## src/rtl/axis_push_rr_arbiter.sv

```systemverilog
// Round-robin arbiter sharing one AXIS FIFO push port among NUM_REQ producers.
// Each owner keeps the port for at most MAX_BURST beats, then ownership rotates.
module axis_push_rr_arbiter #(
    parameter int unsigned NUM_REQ    = 4,
    parameter int unsigned DATA_WIDTH = 32,
    parameter int unsigned MAX_BURST  = 8
) (
    input  logic                          clk,
    input  logic                          aresetn,
    input  logic [NUM_REQ-1:0]            req_valid,
    input  logic [NUM_REQ*DATA_WIDTH-1:0] req_data,
    output logic [NUM_REQ-1:0]            req_ready,
    input  logic                          may_push,
    output logic                          push,
    output logic [DATA_WIDTH-1:0]         data,
    output logic [$clog2(NUM_REQ)-1:0]    grant_id,
    output logic                          busy
);

    localparam int unsigned ID_W  = $clog2(NUM_REQ);
    localparam int unsigned CNT_W = $clog2(MAX_BURST + 1);

    typedef enum logic {
        ST_ARB   = 1'b0,
        ST_GRANT = 1'b1
    } state_e;

    state_e                  state_q,  state_d;
    logic [ID_W-1:0]         rr_ptr_q, rr_ptr_d;
    logic [ID_W-1:0]         owner_q,  owner_d;
    logic [CNT_W-1:0]        cnt_q,    cnt_d;
    logic                    push_q,   push_d;
    logic [DATA_WIDTH-1:0]   data_q,   data_d;
    logic                    busy_q,   busy_d;

    logic                    found;
    logic [ID_W-1:0]         pick;
    logic [ID_W-1:0]         cand;
    logic [ID_W-1:0]         next_ptr;
    logic                    owner_valid;
    logic                    accept;
    logic [DATA_WIDTH-1:0]   owner_data;

    // First valid requester searching upward from rr_ptr with wrap
    always_comb begin
        found = 1'b0;
        pick  = '0;
        cand  = '0;
        for (int unsigned k = 0; k < NUM_REQ; k++) begin
            cand = ID_W'((32'(rr_ptr_q) + k) % NUM_REQ);
            if (!found && req_valid[cand]) begin
                found = 1'b1;
                pick  = cand;
            end
        end
    end

    // Only the owner may be ready, gated combinationally by FIFO room
    always_comb begin
        req_ready = '0;
        if (state_q == ST_GRANT) begin
            req_ready[owner_q] = may_push;
        end
    end

    assign owner_valid = req_valid[owner_q];
    assign accept      = owner_valid & req_ready[owner_q];
    assign owner_data  = req_data[32'(owner_q) * DATA_WIDTH +: DATA_WIDTH];
    assign next_ptr    = (owner_q == ID_W'(NUM_REQ - 1)) ? '0 : owner_q + ID_W'(1);

    always_comb begin
        state_d  = state_q;
        rr_ptr_d = rr_ptr_q;
        owner_d  = owner_q;
        cnt_d    = cnt_q;
        push_d   = 1'b0;
        data_d   = data_q;
        case (state_q)
            ST_ARB: begin
                if (found) begin
                    owner_d = pick;
                    cnt_d   = '0;
                    state_d = ST_GRANT;
                end
            end
            ST_GRANT: begin
                if (accept) begin
                    push_d = 1'b1;
                    data_d = owner_data;
                    cnt_d  = cnt_q + CNT_W'(1);
                    if (cnt_d == CNT_W'(MAX_BURST)) begin
                        state_d  = ST_ARB;
                        rr_ptr_d = next_ptr;
                    end
                end else if (may_push && !owner_valid) begin
                    // Owner idle while the FIFO has room: give the port up
                    state_d  = ST_ARB;
                    rr_ptr_d = next_ptr;
                end
            end
            default: state_d = ST_ARB;
        endcase
        busy_d = (state_d == ST_GRANT);
    end

    always_ff @(posedge clk or negedge aresetn) begin
        if (!aresetn) begin
            state_q  <= ST_ARB;
            rr_ptr_q <= '0;
            owner_q  <= '0;
            cnt_q    <= '0;
            push_q   <= 1'b0;
            data_q   <= '0;
            busy_q   <= 1'b0;
        end else begin
            state_q  <= state_d;
            rr_ptr_q <= rr_ptr_d;
            owner_q  <= owner_d;
            cnt_q    <= cnt_d;
            push_q   <= push_d;
            data_q   <= data_d;
            busy_q   <= busy_d;
        end
    end

    assign push     = push_q;
    assign data     = data_q;
    assign grant_id = owner_q;
    assign busy     = busy_q;

endmodule

```

## config.mk

```make
export PLATFORM = sky130hd
export DESIGN_NAME = axis_push_rr_arbiter
export DESIGN_NICKNAME = d
export VERILOG_FILES = /design/src/rtl/axis_push_rr_arbiter.sv
export SDC_FILE = /design/constraint.sdc
export NUM_CORES = 1
export LEC_CHECK = 0
export CAP_MARGIN = 20
export CORE_MARGIN = 1
export CORE_UTILIZATION = 40
export CTS_BUF_LIST = sky130_fd_sc_hd__clkbuf_2
export DETAILED_ROUTE_END_ITERATION = 12
export PLACE_DENSITY = 0.91
export SYNTH_ARGS = -nofsm -noshare
export SYNTH_HDL_FRONTEND = slang
export SYNTH_SLANG_ARGS = --single-unit
```

## constraint.sdc

```tcl
create_clock -name clk -period 5.15 [get_ports clk]
set_input_delay 1.545 -clock clk [delete_from_list [all_inputs] [get_ports clk]]
set_output_delay 1.545 -clock clk [all_outputs]
set_load 0.01 [all_outputs]
```

==> flow_summary.json <==
{
  "status": "completed",
  "grt_pass1_wl_um": 12500,
  "cts_made_buffers": 5,
  "post-route-min-period_ns": 4.35,
  "peakVddDrop_mv": 0.258,
  "drt_iter0_drc": 65,
  "drc_errors": 0,
  "syn_inst": 182,
  "synth_nets": 323,
  "p_sw_w": 0.000651,
  "cap_viol_max_count": 0,
  "area_growth_pct": 68.8,
  "seqCellArea_um2": 1050,
  "hold_viol": 0,
  "rows": 29,
  "crit_type": "in2out",
  "wl_um": 7750,
  "tightest_slew_ns": 0.960,
  "insertedDiodeCount": 0,
  "regToRegSetupSlack_ns": 2.49,
  "dp_slack_ns": 0.816,
  "crit_fanout": 5,
  "start_util_pct": 41.7,
  "slew-limit-headroom_pct": 36.0,
  "multi_input_area_um2": 1500,
  "place_inst": 423,
  "skew_ns": 0.0208,
  "power.clock.fraction_pct": 7.3,
  "gr-total-overflow": 0,
  "synthTopCellsByArea": "dfrtp_1 (40%), mux4_2 (29%), mux2_2 (14%), ha_1 (2.8%), nand2_1 (2.1%)",
  "yosysSeqAreaShare_pct": 39.7,
  "slowest_stage": "clkdlybuf4s50_1",
  "viasPerCell": 5.41,
  "p_leak_nw": 1.72,
  "hold_path.class": "reg2reg",
  "ys_ff_latch": 42,
  "setup_slack_ns": 0.801,
  "final.setup.tns_ns": 0,
  "drive_gt1_share_pct": 23.2,
  "first_pass_iters": 4,
  "io_pins": 175,
  "synth_top_area_cell": "dfrtp_1",
  "path_clk_slew_ns": 0.20,
  "path_cells": "clkdlybuf4s50_1 -> and3_1 -> clkdlybuf4s50_1",
  "critPathTopFamily": "buffers and inverters",
  "syn-mean-instance-area_um2": 14.5,
  "grt_pass1_vias": 2490,
  "routedWlPerCell_um": 18.0,
  "critical_path.max_stage_delay_ns": 0.55,
  "fmax_mhz": 230,
  "rsz0062_at_grt": "no",
  "cp_data_required_time_ns": 3.61,
  "core_um2": 6350,
  "htree_num_levels": 2,
  "gp_congestion": 0.773,
  "arrival_ns": 2.80,
  "num_vias": 2332,
  "ant_nets": 0,
  "end_kind": "output port",
  "fin_nets": 494,
  "ctsResizeCount": 0,
  "grt_usage_pct": 23.1,
  "dp_hpwl_um": 6070,
  "switching_share_pct": 34.3,
  "fillers": 469,
  "cts_tree": "built",
  "die_width_um": 83.3,
  "post-cts-setup-buffers": 0,
  "critPathBufInv": 2,
  "comb_power_share_pct": 60.4,
  "portBuffers": 174,
  "clk_root_buffer_cell": "clkbuf_2",
  "antenna_found_initial": 0,
  "die_h_um": 83.3,
  "clock-sinks": 42,
  "ys_warn_count": 0,
  "crit_path_start_kind": "input port",
  "fin_crit_sh_pct": 84.4,
  "synth_cell_types": 31,
  "final_util_pct": 70.4,
  "clockBufferDepth": 2,
  "synth_area_um2": 2650,
  "fin_cells": 431,
  "power.total_w": 0.00190,
  "critical_path.most_common_cell": "clkdlybuf4s50_1",
  "clk_latency_ns": 0.40,
  "dieArea_um2": 6940,
  "yosys.area.top_type_share_pct": 39.7,
  "power_density_nw_per_um2": 425,
  "setup_viol": 0,
  "seqPwrFrac_pct": 32.3,
  "internal-power_w": 0.00125,
  "drv_slew": 0,
  "hold_buffers": 0,
  "grt_start_max_net_pins": 43
}
per-layer routing:
layer | share of wire, % | wire length, um | GRT usage, % | vias to the layer above
met2 | 52 | 4060 | 40.8 | 125
met3 | 8.2 | 634 | 6.96 | 14
li1 | - | - | - | 1054
met4 | 1.9 | 145 | 6.74 | 0
met5 | 0 | 0 | 0 | -
met1 | 38 | 2910 | 27.1 | 1139
placed cells by master (no fill, tap or decap), drive strengths merged, types with 2 or more instances in the layout:
cell           count
nand2             15
buf                4
o21ai              5
a21oi              3
mux4              34
nor2               4
clkbuf             6
clkdlybuf4s50    173
mux2              34
clkinv             2
and3               4
inv                5
mux2i              3
dfrtp             42
ha                 6
o21a               2
power groups by stage:
| stage | logic (W) | clock network (W) | registers (W) |
|---|---|---|---|
| CTS | 0.00116 | 0.000146 | 0.000615 |
| finish | 0.00115 | 0.000138 | 0.000613 |
| floorplan | 0.000618 | 0 | 0.000645 |
| global placement | 0.00113 | 0 | 0.000612 |
| detailed placement | 0.00116 | 0 | 0.000623 |
| global route | 0.00123 | 0.000157 | 0.000643 |
state kept, by name, summed over array words and instances (netlist names):
name and cells:
push 1, data 32, busy 1, grant_id 2, cnt_q 4, rr_ptr_q 2
worst register-to-register path, delay by kind of cell, from the launching register on:
family,cells,cell delay [ns]
multiplexers,2,0.94
flip-flops,1,0.71
buffers and inverters,1,0.43
adder cells (fa/ha/maj),1,0.30
AND/OR/NAND/NOR,2,0.17
final timing paths:
check / start / end / cells past startpoint
setup / recovery: may_push / req_ready[2] / 3
hold / removal: data[2] / data[2] / 1
setup reg to reg: grant_id[1] / data[5] / 6
hold reg to reg: data[2] / data[2] / 1
max in group asynchronous: aresetn / grant_id[0] / 1
min in group asynchronous: aresetn / data[3] / 1
per-stage QoR:
stage               hold WS (ns)  cell area, um2
global route               0.562            4470
global placement           0.489            4430
CTS                        0.538            4470
finish                     0.531            4470
detailed placement         0.495            4430
floorplan                  0.492            2650
kinds of logic (layout without fill, tap and decap cells):
kind of cell	after synthesis	after routing	share of synthesized area, %
AOI/OAI and AO/OA	15	15	3.55
DFF	42	42	39.7
buffers and inverters	18	190	3.50
xor gates and xnor gates	2	2	0.662
adders and majority gates	6	6	2.84
muxes	71	71	44.5
and+or+nand+nor	28	28	5.20
final cells by class:
type	count	share of cell area, %
Tap cell	77	2.16
Clock buffer	6	0.672
Multi-Input combinational cell	122	33.6
Sequential cell	42	23.6
Timing Repair Buffer	177	39.4
Clock inverter	2	0.196
Inverter	5	0.420
Yosys cell counts:
cell type / n
a21oi_1: 3
a2bb2oi_1: 1
and3_1: 4
buf_1: 1
buf_2: 5
buf_4: 1
buf_6: 2
clkbuf_1: 4
dfrtp_1: 42
ha_1: 6
inv_1: 4
inv_2: 1
mux2_2: 34
mux2i_1: 3
mux4_2: 34
nand2_1: 15
nand2b_1: 1
nand3_1: 1
nand3b_1: 1
nor2_1: 3
nor2_4: 1
nor3b_1: 1
o211ai_1: 1
o21a_1: 2
o21ai_0: 5
o221ai_1: 1
o22ai_1: 1
o31ai_1: 1
or4_1: 1
xnor2_1: 1
xor2_1: 1
Power figures use the tool's default switching activity.
